===== src/rtl/add_round_key_seq.sv =====
// Iterative AddRoundKey engine: a local bank of NR+1 round keys is XORed into an
// NB-column state, CPC columns per cycle, with valid/ready on both sides.
module add_round_key_seq #(
  parameter int NB  = 4,
  parameter int NR  = 10,
  parameter int CPC = 1
) (
  input  logic                    clk,
  input  logic                    rst,
  input  logic                    key_wr_en,
  input  logic [$clog2(NR+1)-1:0] key_wr_round,
  input  logic [$clog2(NB)-1:0]   key_wr_col,
  input  logic [31:0]             key_wr_data,
  input  logic                    in_valid,
  output logic                    in_ready,
  input  logic [$clog2(NR+1)-1:0] in_round,
  input  logic [32*NB-1:0]        in_state,
  output logic                    out_valid,
  input  logic                    out_ready,
  output logic [32*NB-1:0]        out_state,
  output logic                    out_err,
  output logic                    busy
);

  localparam int RW = $clog2(NR+1);
  localparam int CW = $clog2(NB);
  localparam logic [RW-1:0] NR_L     = RW'(NR);
  localparam logic [CW-1:0] COL_MAX  = CW'(NB-1);
  localparam logic [CW-1:0] LAST_COL = CW'(NB-CPC);
  localparam logic [CW-1:0] CPC_L    = CW'(CPC);

  if ((NB % CPC) != 0) begin : g_bad_cpc
    $error("add_round_key_seq: CPC must divide NB");
  end

  typedef enum logic [1:0] {
    ST_IDLE = 2'd0,
    ST_RUN  = 2'd1,
    ST_DONE = 2'd2
  } state_t;

  state_t             state_r;
  logic [CW-1:0]      col_r;
  logic [RW-1:0]      round_r;
  logic [32*NB-1:0]   work_r;
  logic [32*NB-1:0]   work_next_s;
  logic               out_valid_r;
  logic               out_err_r;
  logic               busy_r;
  logic               round_ok_s;
  logic [31:0]        key_bank_r [NR+1][NB];

  // An out-of-range round selects an all-zero key rather than a bank word.
  assign round_ok_s = (round_r <= NR_L);

  // Each column belongs to a fixed group; it is XORed only while col_r points at that group.
  for (genvar c = 0; c < NB; c++) begin : g_col
    localparam logic [CW-1:0] GRP_COL = CW'((c / CPC) * CPC);
    logic [31:0] key_col_s;
    assign key_col_s = round_ok_s ? key_bank_r[round_r][c] : 32'h0000_0000;
    assign work_next_s[32*c +: 32] = (col_r == GRP_COL) ? (work_r[32*c +: 32] ^ key_col_s)
                                                        : work_r[32*c +: 32];
  end

  // Key bank write port; reads see the pre-write value in the write cycle.
  always_ff @(posedge clk) begin
    if (rst) begin
      for (int r = 0; r <= NR; r++) begin
        for (int c = 0; c < NB; c++) begin
          key_bank_r[r][c] <= 32'h0000_0000;
        end
      end
    end else if (key_wr_en && (key_wr_round <= NR_L) && (key_wr_col <= COL_MAX)) begin
      key_bank_r[key_wr_round][key_wr_col] <= key_wr_data;
    end
  end

  // Input handshake: free in IDLE, or in DONE when the result leaves this cycle.
  always_comb begin
    case (state_r)
      ST_IDLE: in_ready = 1'b1;
      ST_DONE: in_ready = out_ready;
      default: in_ready = 1'b0;
    endcase
  end

  // Control FSM, column counter, working register and registered outputs.
  always_ff @(posedge clk) begin
    if (rst) begin
      state_r     <= ST_IDLE;
      col_r       <= {CW{1'b0}};
      round_r     <= {RW{1'b0}};
      work_r      <= {(32*NB){1'b0}};
      out_valid_r <= 1'b0;
      out_err_r   <= 1'b0;
      busy_r      <= 1'b0;
    end else begin
      case (state_r)
        ST_IDLE: begin
          if (in_valid) begin
            work_r  <= in_state;
            round_r <= in_round;
            col_r   <= {CW{1'b0}};
            busy_r  <= 1'b1;
            state_r <= ST_RUN;
          end
        end
        ST_RUN: begin
          work_r <= work_next_s;
          if (col_r == LAST_COL) begin
            out_valid_r <= 1'b1;
            out_err_r   <= ~round_ok_s;
            state_r     <= ST_DONE;
          end else begin
            col_r <= col_r + CPC_L;
          end
        end
        ST_DONE: begin
          if (out_ready) begin
            out_valid_r <= 1'b0;
            out_err_r   <= 1'b0;
            if (in_valid) begin
              work_r  <= in_state;
              round_r <= in_round;
              col_r   <= {CW{1'b0}};
              state_r <= ST_RUN;
            end else begin
              busy_r  <= 1'b0;
              state_r <= ST_IDLE;
            end
          end
        end
        default: begin
          state_r     <= ST_IDLE;
          out_valid_r <= 1'b0;
          out_err_r   <= 1'b0;
          busy_r      <= 1'b0;
        end
      endcase
    end
  end

  assign out_valid = out_valid_r;
  assign out_err   = out_err_r;
  assign out_state = work_r;
  assign busy      = busy_r;

endmodule


===== config.mk =====
export PLATFORM = sky130hd
export DESIGN_NAME = add_round_key_seq
export DESIGN_NICKNAME = d
export VERILOG_FILES = /design/src/rtl/add_round_key_seq.sv
export SDC_FILE = /design/constraint.sdc
export NUM_CORES = 2
export LEC_CHECK = 0
export ABC_AREA = 1
export CAP_MARGIN = 10
export CORE_MARGIN = 2
export CORE_UTILIZATION = 30
export CTS_CLUSTER_SIZE = 20
export DETAILED_ROUTE_END_ITERATION = 8
export PLACE_DENSITY = 0.56
export SYNTH_ARGS = -nofsm -noshare
export SYNTH_HDL_FRONTEND = slang
export SYNTH_SLANG_ARGS = --single-unit

===== constraint.sdc =====
create_clock -name clk -period 8.1 [get_ports clk]
set_input_delay 2.025 -clock clk [delete_from_list [all_inputs] [get_ports clk]]
set_output_delay 2.025 -clock clk [all_outputs]
set_load 0.01 [all_outputs]

==> impl_metrics.py <==
metrics = {
    "global_routing": {
        "grt_pass1_vias": 72000,
        "track_usage_pct": 19.1,
        "use_met3_pct": 2.63,
        "grt_max_degree": 199,
        "gr-usage-met1_pct": 26.2,
        "grt.busiest_layer": "met2",
        "antenna_found_initial": 29,
        "grt_pass1_wl_um": 498000,
        "gr-total-overflow": 0,
        "grt.met2_usage_pct": 30.7,
    },
    "power": {
        "p_per_area_nw_per_um2": 238,
        "vdd_drop_max_mv": 0.183,
        "leakage_nw": 53.8,
    },
    "clocking": {
        "path_clk_slew_ps": 60,
        "cts_resized": 0,
        "cts_tree": "done",
        "clk-insertion-delay-late_ps": 910,
        "cts_buffer_depth": 4,
        "h-tree-depth": 5,
        "cts_made_buffers": 271,
        "clockRootBuffer": "clkbuf_16",
        "cts_setup_buffers": 0,
        "clock_sinks": 2191,
        "hold_buffers": 0,
    },
    "layout": {
        "layout_common_cells": "nand2_1 (3264), edfxtp_1 (2048), nand3_1 (1792)",
        "mostFrequentLayoutCell": "nand2_1",
        "n_fill_cell": 35500,
        "final_nets": 12400,
        "drive_above_1_share_pct": 9.47,
        "finalInstanceArea_um2": 123000,
        "areaGrowthSynthToFinish_pct": 16.7,
    },
    "setup_path": {
        "crit_arrival_ps": 6180,
        "cp_cell_sequence": "clkdlybuf4s50_1 -> o21ai_0 -> o21ai_2 -> nor2_1 -> nand2_1 -> nor2_4 -> nand2_4 -> nand2_1 -> buf_4",
        "rr_worst_depth": 13,
        "critPathLaunchType": "input pin",
        "critical_path.slowest_cell": "nand2_1",
        "crit_type": "input pin to flip-flop",
        "r2r_end": "out_state[125]",
        "end_kind": "flip-flop",
        "worst-path-max-fanout": 33,
        "reg2reg_slack_ps": 4050,
        "cpMostUsedCell": "nand2_1",
        "worstPathRequired_ps": 8670,
        "slowest_delay_ps": 720,
    },
    "sta": {
        "worst_pin_slew_ps": 1220,
        "slew_headroom_pct": 18.7,
        "max_freq_mhz": 178,
        "finalCritPeriodShare_pct": 69.3,
        "finalSetupViolations": 0,
        "final_max_slew_viol_count": 0,
        "clock_skew_ps": 46.1,
        "rsz0062_at_grt": "false",
        "holdWs_ps": 468,
        "hold_viol_final": 0,
        "post-route-min-period_ps": 5620,
        "setup-tns-final_ps": 0,
    },
    "floorplan": {
        "num_rows": 217,
        "fp.dieW_um": 596,
        "core_area_um2": 349000,
        "design.die.area_um2": 355000,
        "die_h_um": 596,
        "ios": 307,
        "initial_utilization_pct": 30.1,
    },
    "logic_synthesis": {
        "synth_ff_type": "edfxtp_1",
        "yosys_register_bits": 2191,
        "syn_inst": 11600,
        "synth_area_um2": 105000,
        "synthArstFlopShare_pct": 0,
        "yosys_warnings": 0,
        "syn_avg_cell_area_um2": 9.03,
        "synth_cell_types": 25,
        "yosysSeqAreaShare_pct": 61.2,
        "synth-edff-count": 2048,
    },
    "place": {
        "place.gp.congestion": 0.827,
        "port_buffers": 306,
        "dpl_cell_area_um2": 114000,
        "hpwlAfterDp_um": 210000,
    },
    "route": {
        "wl_per_cell_um": 20.3,
        "drt_pre_antenna_iters": 5,
        "finalWirelength_um": 347000,
        "drc": 0,
        "drt_iter0_drc": 8475,
        "vias_per_cell": 4.59,
        "antenna_left": 0,
        "detailroute.via_count": 78400,
    },
    "job": {
        "cap_violations": 0,
    },
    "worst_hold_path": {
        "hp-class": "flip-flop to flip-flop",
        "hold_depth": 2,
        "min_from": "round_r[2]",
    },
    "status": {
        "status": "complete, no violations",
    },
}
-- metal layers --
metal / vias to the layer above / wire length [um]
met5: - / 25
met4: 4 / 13200
met3: 524 / 25600
met2: 2788 / 159000
met1: 37600 / 150000
li1: 37400 / -
-- layout make-up --
| cell class | count | area [um2] | area share (%) |
|---|---|---|---|
| tap | 4599 | 5750 | 4.69 |
| antenna | 10 | 25.0 | 0.0204 |
| sequential | 2191 | 64400 | 52.5 |
| multi-input combinational | 7588 | 32600 | 26.6 |
| inverter | 1719 | 6530 | 5.32 |
| clock inverter | 163 | 1560 | 1.27 |
| clock buffer | 319 | 7110 | 5.80 |
| timing repair buffer | 497 | 4710 | 3.84 |
-- through the flow --
stage	util, %	power [mW]	std cells	setup WS (ps)
6_report	35.1	29.2	17100	2480
5_1_grt	35.1	30.3	17100	2480
4_1_cts	35.1	29.5	17100	2630
3_5_place_dp	32.6	17.4	16600	1680
3_3_place_gp	32.6	17.3	16600	1630
2_1_floorplan	-	15.7	12300	3770
-- sequential cells by signal (all words and copies together) (netlist names), named ones only --
| register | cells |
|---|---|
| out_state | 128 |
| key_bank_r | 2048 |
| busy | 1 |
| col_r | 2 |
| state_r | 2 |
| out_err | 1 |
| out_valid | 1 |
| round_r | 4 |
-- worst max-delay path, delay by kind of cell --
family	cells	cell delay, ps
AND/OR/NAND/NOR	5	2270
buffers and inverters	2	1020
AO/OA/AOI/OAI	2	790
-- cells in the mapped netlist (2+ instances only) --
library cell / n / share of area (%)
buf_6: 124 / 1.3
buf_2: 229 / 1.1
buf_1: 82 / 0.29
inv_1: 1682 / 6.0
o21ai_0: 8 / 0.038
o21ai_2: 4 / 0.033
clkinv_1: 32 / 0.11
dfxtp_1: 143 / 2.7
inv_2: 4 / 0.014
nand3_1: 1792 / 8.5
nor2_1: 1191 / 4.3
a21oi_1: 137 / 0.65
nand2_1: 3266 / 12
clkbuf_1: 346 / 1.2
edfxtp_1: 2048 / 58
nor2_4: 2 / 0.021
ha_1: 4 / 0.048
nor2_2: 499 / 3.0
buf_4: 8 / 0.057
nand2_4: 40 / 0.43
nand2_2: 3 / 0.018
-- cell families (layout without fill, tap and decap cells) --
logic type      after synthesis  in the layout  share of synthesized area (%)
compound gates              150            150                          0.735
fa+ha+maj                     4              4                         0.0476
flops                      2191           2191                           61.2
other cells                   1            650                        0.00357
simple gates               6794           6794                           27.9
buf+inv                    2508           2698                           10.1
-- power breakdown --
part           internal, mW  total [mW]  leakage (nW)  switching (mW)
Sequential             13.1        13.4          20.8           0.256
Clock                  7.05        12.1          4.25            5.04
Combinational          1.01        3.78          28.7            2.77
Total                  21.2        29.2          53.8            8.07
-- worst max path at each step --
stage,start,endpoint,depth (start not counted),slack (ps)
after floorplan,key_wr_round[0],key_bank_r[5][32],11,3770
after global placement,key_wr_round[2],key_bank_r[7][100],9,1630
after detailed placement,key_wr_round[2],key_bank_r[7][96],9,1680
after CTS,key_wr_round[2],key_bank_r[7][103],9,2630
after global routing,key_wr_round[2],key_bank_r[7][103],9,2480
final,key_wr_round[2],key_bank_r[7][103],9,2480
Note: power is estimated with default switching activity, not from simulation.
